$ cat src/rtl/gen_pkg.sv
// Shared Genius datapath constants: symbol geometry defaults, colour codes
// and the length-counter width helper.
package gen_pkg;

  localparam int unsigned SYM_W_DEF = 4;
  localparam int unsigned DEPTH_DEF = 16;

  localparam logic [SYM_W_DEF-1:0] RED    = 4'h1;
  localparam logic [SYM_W_DEF-1:0] GREEN  = 4'h2;
  localparam logic [SYM_W_DEF-1:0] BLUE   = 4'h3;
  localparam logic [SYM_W_DEF-1:0] YELLOW = 4'h4;

  function automatic int unsigned len_w(input int unsigned depth);
    return $clog2(depth + 1);
  endfunction

endpackage

$ cat src/rtl/seq_store.sv
// Symbol-sequence register: parallel load, append, clear, read pointer for
// playback and an in-place compare port for player input.
module seq_store
  import gen_pkg::*;
#(
  parameter int unsigned SYM_W = SYM_W_DEF,
  parameter int unsigned DEPTH = DEPTH_DEF
) (
  input  logic                        clk_i,
  input  logic                        r_n_i,
  input  logic                        clr_i,
  input  logic                        load_i,
  input  logic [SYM_W*DEPTH-1:0]      data_i,
  input  logic                        push_i,
  input  logic [SYM_W-1:0]            push_sym_i,
  input  logic                        rd_start_i,
  input  logic                        rd_next_i,
  input  logic                        chk_i,
  input  logic [SYM_W-1:0]            chk_sym_i,
  output logic [SYM_W*DEPTH-1:0]      q_o,
  output logic [SYM_W-1:0]            head_o,
  output logic [SYM_W-1:0]            rd_sym_o,
  output logic                        rd_valid_o,
  output logic [len_w(DEPTH)-1:0]     len_o,
  output logic                        full_o,
  output logic                        empty_o,
  output logic                        match_o,
  output logic                        miss_o,
  output logic                        done_o,
  output logic                        ovf_o
);

  localparam int unsigned N     = SYM_W * DEPTH;
  localparam int unsigned PTR_W = $clog2(DEPTH);
  localparam int unsigned LEN_W = len_w(DEPTH);

  logic [N-1:0]     mem_q, mem_d;
  logic [LEN_W-1:0] len_q, len_d;
  logic [PTR_W-1:0] rp_q, rp_d;
  logic             match_q, match_d;
  logic             miss_q, miss_d;
  logic             done_q, done_d;
  logic             ovf_q, ovf_d;

  logic [SYM_W-1:0] rd_sym;
  logic             rd_valid;
  logic             full;
  logic             rp_can_adv;

  // Pointer compares are done one bit wider than the length so rp+1 never wraps.
  assign rd_valid   = ({1'b0, (LEN_W)'(rp_q)}) < {1'b0, len_q};
  assign rp_can_adv = ((LEN_W+1)'(rp_q) + (LEN_W+1)'(1)) < {1'b0, len_q};
  assign full       = (len_q == LEN_W'(DEPTH));

  always_comb begin
    rd_sym = '0;
    for (int unsigned k = 0; k < DEPTH; k++) begin
      if (PTR_W'(k) == rp_q) rd_sym = mem_q[N-1-k*SYM_W -: SYM_W];
    end
  end

  always_comb begin
    mem_d   = mem_q;
    len_d   = len_q;
    rp_d    = rp_q;
    match_d = 1'b0;
    miss_d  = 1'b0;
    done_d  = 1'b0;
    ovf_d   = 1'b0;

    if (clr_i) begin
      mem_d = '0;
      len_d = '0;
      rp_d  = '0;
    end else if (load_i) begin
      mem_d = data_i;
      len_d = LEN_W'(DEPTH);
      rp_d  = '0;
    end else begin
      if (push_i) begin
        if (!full) begin
          for (int unsigned k = 0; k < DEPTH; k++) begin
            if (LEN_W'(k) == len_q) mem_d[N-1-k*SYM_W -: SYM_W] = push_sym_i;
          end
          len_d = len_q + LEN_W'(1);
        end else begin
          ovf_d = 1'b1;
        end
      end

      // Read side sees pre-edge mem; a concurrent push only writes index len > rp.
      if (rd_start_i) begin
        rp_d = '0;
      end else if (chk_i) begin
        if (rd_valid && (chk_sym_i == rd_sym)) begin
          match_d = 1'b1;
          if (rp_can_adv) rp_d = rp_q + PTR_W'(1);
          else            done_d = 1'b1;
        end else begin
          miss_d = 1'b1;
        end
      end else if (rd_next_i) begin
        if (rp_can_adv) rp_d = rp_q + PTR_W'(1);
      end
    end
  end

  always_ff @(posedge clk_i or negedge r_n_i) begin
    if (!r_n_i) begin
      mem_q   <= '0;
      len_q   <= '0;
      rp_q    <= '0;
      match_q <= 1'b0;
      miss_q  <= 1'b0;
      done_q  <= 1'b0;
      ovf_q   <= 1'b0;
    end else begin
      mem_q   <= mem_d;
      len_q   <= len_d;
      rp_q    <= rp_d;
      match_q <= match_d;
      miss_q  <= miss_d;
      done_q  <= done_d;
      ovf_q   <= ovf_d;
    end
  end

  assign q_o        = mem_q;
  assign head_o     = mem_q[N-1 -: SYM_W];
  assign rd_sym_o   = rd_sym;
  assign rd_valid_o = rd_valid;
  assign len_o      = len_q;
  assign full_o     = full;
  assign empty_o    = (len_q == '0);
  assign match_o    = match_q;
  assign miss_o     = miss_q;
  assign done_o     = done_q;
  assign ovf_o      = ovf_q;

endmodule

$ cat config.mk
export PLATFORM = sky130hd
export DESIGN_NAME = seq_store
export DESIGN_NICKNAME = d
export VERILOG_FILES = /design/src/rtl/gen_pkg.sv /design/src/rtl/seq_store.sv
export SDC_FILE = /design/constraint.sdc
export NUM_CORES = 1
export LEC_CHECK = 0
export BUFFER_PORTS_ARGS = -buffer_cell sky130_fd_sc_hd__buf_2
export CORE_MARGIN = 3
export CORE_UTILIZATION = 35
export DETAILED_ROUTE_END_ITERATION = 8
export GPL_ROUTABILITY_DRIVEN = 0
export GPL_TIMING_DRIVEN = 0
export PLACE_DENSITY = 0.64
export SLEW_MARGIN = 40
export SYNTH_ARGS = -nofsm -noshare
export SYNTH_HDL_FRONTEND = slang
export SYNTH_SLANG_ARGS = --single-unit
$ cat constraint.sdc
create_clock -name clk_i -period 2.8 [get_ports clk_i]
set_clock_uncertainty 0.1 [all_clocks]
set_input_delay 0.42 -clock clk_i [delete_from_list [all_inputs] [get_ports clk_i]]
set_output_delay 0.42 -clock clk_i [all_outputs]
set_load 0.02 [all_outputs]
== Yosys cells after proc, flatten, opt, wreduce, memory -nomap -nowiden ==
Index checks and enable logic that the tools add are counted.

* Add/sub/neg operators: 3
* Reductions and logical operators: 39
* Magnitude comparators: 2
* Eq/ne operators: 34
* Muxes and demuxes: 67

{| class="wikitable"
|+ Operators with widths
! operator !! number
|-
| 2-to-1 mux 64 bit || 4
|-
| 2-to-1 mux 4 bit || 39
|-
| nonzero test 3 bit || 17
|-
| AND reduction 3 bit || 16
|-
| == test 4 x 5 -> 1 bit, first input constant || 8
|-
| == test 4 bit, first input constant || 8
|-
| == test 3 x 5 -> 1 bit, first input constant || 4
|-
| 2-to-1 mux 1 bit || 20
|-
| 2-to-1 mux 5 bit || 4
|-
| == test 3 x 4 -> 1 bit, first input constant || 4
|-
| == test 2 x 5 -> 1 bit, first input constant || 2
|-
| == test 2 x 4 -> 1 bit, first input constant || 2
|-
| adder 4 x 1 -> 5 bit, second input constant || 1
|-
| adder 5 x 1 -> 5 bit, second input constant || 1
|-
| == test 1 x 5 -> 1 bit, first input constant || 1
|-
| == test 5 bit, second input constant || 1
|-
| zero test 5 bit || 1
|-
| less-than comparator 4 x 5 -> 1 bit || 1
|-
| less-than comparator 5 bit || 1
|-
| != test 5 x 4 -> 1 bit, second input constant || 1
|-
| nonzero test 5 bit || 1
|-
| adder 4 x 1 -> 4 bit, second input constant || 1
|-
| == test 1 x 4 -> 1 bit, first input constant || 1
|-
| == test 4 bit || 1
|-
| 4 further kinds || 5
|}

* Flip-flop bits (word level): 77

== Longest topological paths before layout ==
* Depth in word-level cells: 24
* Depth in mapped cells: 13

== Worst setup path after synthesis ==
Ideal clock, no wire load.

* Kind: reg-to-reg
* Start point: register rp_q[1]
* End point: register rp_q[0]
* Buffers on the path: 1
* Stages on the path, launching flop included: 13
* Setup slack: 57 ps
* Library setup time: 79 ps
* Data arrival time: 2563 ps
* Data required time: 2621 ps
* Path through: dfrtp_1 -> inv_1 -> ha_1 -> buf_6 -> nor3b_1 -> o311ai_1 -> o221ai_1 -> o22ai_2 -> xnor2_1 -> o211a_1 -> and4_4 -> o21a_1 -> mux2i_1

* Word-level cells in the longest chain between the ends: 21
* Elaborated cells between the ends (all ways): 46
* Those cells by class: 1 x add/sub; 2 x order compare; 17 x eq/ne; 23 x mux; 3 x reduce/logical

{| class="wikitable"
|+ RTL lines
! item !! line !! source
|-
| start, declared || seq_store.sv:39 || <nowiki>logic [PTR_W-1:0] rp_q, rp_d;</nowiki>
|-
| start signal, assigned || seq_store.sv:120 || <nowiki>rp_q <= rp_d;</nowiki>
|-
| zero test 4 bit || seq_store.sv:58 || <nowiki>if (PTR_W'(k) == rp_q) rd_sym = mem_q[N-1-k*SYM_W -: SYM_W];</nowiki>
|-
| 2-to-1 mux 4 bit (15 in series) || seq_store.sv:58 ||
|-
| 2-to-1 mux 4 bit * || seq_store.sv:58 ||
|-
| net rd_sym_o[2] || seq_store.sv:22 || <nowiki>output logic [SYM_W-1:0] rd_sym_o,</nowiki>
|-
| == test 4 bit * || seq_store.sv:95 || <nowiki>if (rd_valid && (chk_sym_i == rd_sym)) begin</nowiki>
|-
| logical AND 1 bit * || seq_store.sv:95 ||
|-
| != test 5 x 4 -> 1 bit (no line) * || - ||
|-
| AND reduction 2 bit (no line) * || - ||
|}

Mark *: on every way through the listed nets, which the timed path passes. The rest lies on a longest branch. The select of a mux whose other input is x is not followed.
A chain may end at the register's enable or synchronous reset.

== Worst setup path after layout ==
* Start point: register rp_q[0]
* End point: output rd_sym_o[0]

* Word-level cells in the longest chain between the ends: 17
* Elaborated cells between the ends (all ways): 32
* Those cells by class: 15 x eq/ne; 16 x mux; 1 x reduce/logical

{| class="wikitable"
|+ RTL lines
! item !! line
|-
| zero test 4 bit || seq_store.sv:58
|-
| 2-to-1 mux 4 bit (15 in series) || seq_store.sv:58
|-
| 2-to-1 mux 4 bit * || seq_store.sv:58
|-
| end, declared || seq_store.sv:22
|}

Mark *: on every way between the ends. The rest lies on a longest branch, timed or not.

==> impl_metrics.ini <==
[worst_setup_path]
cpMostUsedCell = buf_4
crit_path_max_incr_delay_ns = 0.44
critPathLaunchType = flop
cp.arrival_ns = 2.42
endpoint_kind = primary output
worstPathRequired_ns = 2.28
crit_path_max_fanout = 7
path_buf_inv = 2
cp_cell_sequence = buf_4 > ha_4 > nor3_2 > o21a_1 > a211oi_1 > a221oi_2 > nor2_1 > a21oi_1 > buf_4
path_delay_family = compound AO/OA/AOI/OAI gates
crit_slowest_cell = dfrtp_2
critical_path_class = reg -> out

[cells_and_area]
fill_cells = 1330
drive_gt1_share_pct = 34.8
syn2layout_area_growth_pct = 36.1
multi_input_comb_area_um2 = 2910
antenna_cells = 0
ff_latch_area_um2 = 1930
nets = 873
fin_cells = 958

[timing]
setup_ws_ns = -0.138
grt_setup_unrepaired = yes
drv_slew = 0
period_needed_ns = 2.94
setup_viol_count_final = 9
fmax_mhz = 340
hold_viol_final = 0
period_share_pct = 105
max_slew.worst_pin.slew_ns = 0.888
slew_headroom_pct = 40.8

[floorplan]
io_pins = 164
rows = 42
die_y_um = 124
die_x_um = 124
core-area_um2 = 13500
initial_core_util_pct = 36.5
die-area_um2 = 15500

[pwr]
leakage_nw = 3.04
p_total_w = 0.00316
cellPowerDensity_nw_per_um2 = 473
vdd_drop_max_uv = 297

[placement]
numPortBuffers = 162
place_inst = 925
hpwl_um = 14700

[routing]
wirelength_um = 19500
initialDrtViolationCount = 543
drc = 0
viasPerCell = 5.71
dr.pass1.iters = 5
ant_nets = 0
wl_per_cell_um = 20.3
vias = 5469

[status]
status = finished with violations
violations = negative setup slack

[synthesis]
post_synth_num_cell_types = 59
syn_avg_cell_area_um2 = 8.37
yosysSeqAreaShare_pct = 39.3
ys_async_sr_fraction_pct = 100
netlist_area_um2 = 4910
yosysWarnings = 0
synth_edf_count = 0
netlist.top_cell.by_area = dfrtp_1
synth-seq-cells = 77
synth_flop_cell = dfrtp_1
synth_fp_nets = 682
synthTopCellsByArea = dfrtp_1, a21oi_1, o31ai_1
synth_top_area_share_pct = 39.3
postSynthCellCount = 586

[global_routing]
grt_remaining_overflow = 0
antenna_found_initial = 0
grtUsageTotal_pct = 24.1
grt_max_degree = 42
grt_pass1_vias = 5181
grt_pass1_wl_um = 29300

[clock_tree]
cts_sinks = 77
cts_tree = yes
clk_path_buf_depth = 2
cts_root_buffer = clkbuf_16
cts_buffers = 9
ctsHtreeMaxLevel = 3
insertion_delay_ns = 0.35
clk_pin_slew_ns = 0.06

[run]
drv_cap = 0

[hold_path]
min_path_type = in -> reg
-- worst register-to-register path, stage by stage, from the launching register on --
cell and delay, ns:
dfrtp_2 0.44, buf_6 0.13, ha_4 0.18, buf_6 0.14, nor3b_1 0.15, o311ai_2 0.28, o221ai_1 0.18, o22ai_2 0.30
xnor2_1 0.16, o211a_1 0.21, and4_4 0.23, o21a_1 0.17, mux2i_1 0.19
-- repair_timing --
item	in CTS	in global routing
endpoints found under the hold margin	36	0
endpoints found under the setup margin	10	9
setup buffers	12	3
gates cloned	1	0
resized for setup	54	18
hold buffers	1	0
pin swaps	19	10
-- power breakdown --
part	switching, W	total (W)	internal [W]
logic	0.000413	0.000661	0.000248
clock network	0.000489	0.00121	0.000717
registers	0.0000995	0.00129	0.00119
-- final timing paths --
kind / start / to / slack (ns) / cells after the start
setup / recovery: rp_q[0]$_DFFE_PN0P_ / rd_sym_o[0] / -0.14 / 9
hold / removal: chk_i / done_o$_DFF_PN0_ / 0.28 / 3
setup reg to reg: rp_q[0]$_DFFE_PN0P_ / rp_q[0]$_DFFE_PN0P_ / -0.14 / 12
hold reg to reg: q_o[55]$_DFFE_PN0P_ / q_o[55]$_DFFE_PN0P_ / 0.43 / 2
max in group asynchronous: r_n_i / q_o[23]$_DFFE_PN0P_ / 1.62 / 3
min in group asynchronous: r_n_i / ovf_o$_DFF_PN0_ / 0.44 / 2
-- cell usage after synthesis, types with 2 or more instances --
library cell / number
a211o_1: 2
a211oi_1: 5
a21o_1: 2
a21oi_1: 101
a221oi_1: 3
a311oi_1: 2
a31oi_1: 9
and2_1: 2
and3_1: 2
buf_2: 6
buf_4: 8
buf_6: 2
clkbuf_1: 26
dfrtp_1: 77
ha_1: 16
inv_1: 18
inv_2: 2
mux2_2: 10
mux2i_1: 6
nand2_1: 87
nand2b_1: 8
nand3_1: 5
nand3b_1: 5
nor2_1: 40
nor2b_1: 20
nor3_1: 5
nor3b_1: 3
o211ai_1: 3
o21a_1: 3
o21ai_0: 16
o21ai_1: 4
o22ai_1: 2
o311ai_1: 2
o31ai_1: 54
xnor2_1: 5
xor2_1: 2
-- registers in the layout, summed over array words and instances, names as in the netlist --
name and cells:
done_o 1, len_o 5, match_o 1, miss_o 1
ovf_o 1, q_o 64, rp_q 4
-- cell usage in the layout (no fill, tap or decap), types with 4 or more instances in the layout --
cell type	netlist	routed
inv_1	18	15
dfrtp_1	77	74
ha_4	0	4
buf_2	6	161
mux2i_1	6	6
o21ai_0	16	13
xnor2_1	5	5
o31ai_1	54	54
inv_2	2	4
nor2_1	40	38
buf_4	8	24
nand2_1	87	87
clkbuf_16	0	9
nand2b_1	8	8
o21ai_1	4	6
a21oi_1	101	94
buf_6	2	9
nand3_1	5	5
a21oi_2	0	7
mux2_2	10	10
ha_1	16	12
a31oi_1	9	8
clkbuf_1	26	25
nand3b_1	5	5
nor2b_1	20	17
-- routing by layer --
layer	share of wire [%]	wire (um)	track usage, %	up-vias
met4	3.8	739	9.03	0
met5	0	0	0	-
li1	-	-	-	2500
met1	40	7810	31.0	2585
met3	8.8	1710	5.87	54
met2	47	9190	39.1	330
-- cells by family (layout without fill, tap and decap cells) --
logic type,count (synthesis),in the layout,share of synthesized area [%]
mux,16,16,3.52
compound gates,224,224,28.9
fa+ha+maj,16,16,4.08
xor+xnor,7,7,1.25
buf+inv,63,259,5.89
flops,77,77,39.3
simple gates,183,183,17.1
-- per-stage QoR --
step                      setup WS, ns  setup TNS (ns)  util (%)  cell area (um2)  hold slack, ns
after floorplan                 0.0573               0         -             4910          0.0244
after global placement          -0.310           -1.29      44.1             5940           0.414
after detailed placement        -0.362           -1.44      44.4             5970           0.243
after CTS                      -0.0650          -0.265      48.9             6580           0.255
after global routing            -0.216           -1.46      49.6             6680           0.288
final                           -0.138          -0.811      49.6             6680           0.283
-- area by class of cell --
cell class | count | area share [%]
Clock inverter | 5 | 0.881
Inverter | 20 | 1.16
Multi-Input combinational cell | 446 | 43.5
Sequential cell | 77 | 28.9
Tap cell | 176 | 3.30
Buffer | 43 | 3.84
Timing Repair Buffer | 180 | 14.7
Clock buffer | 11 | 3.64
(Power assumes the default switching activity.)
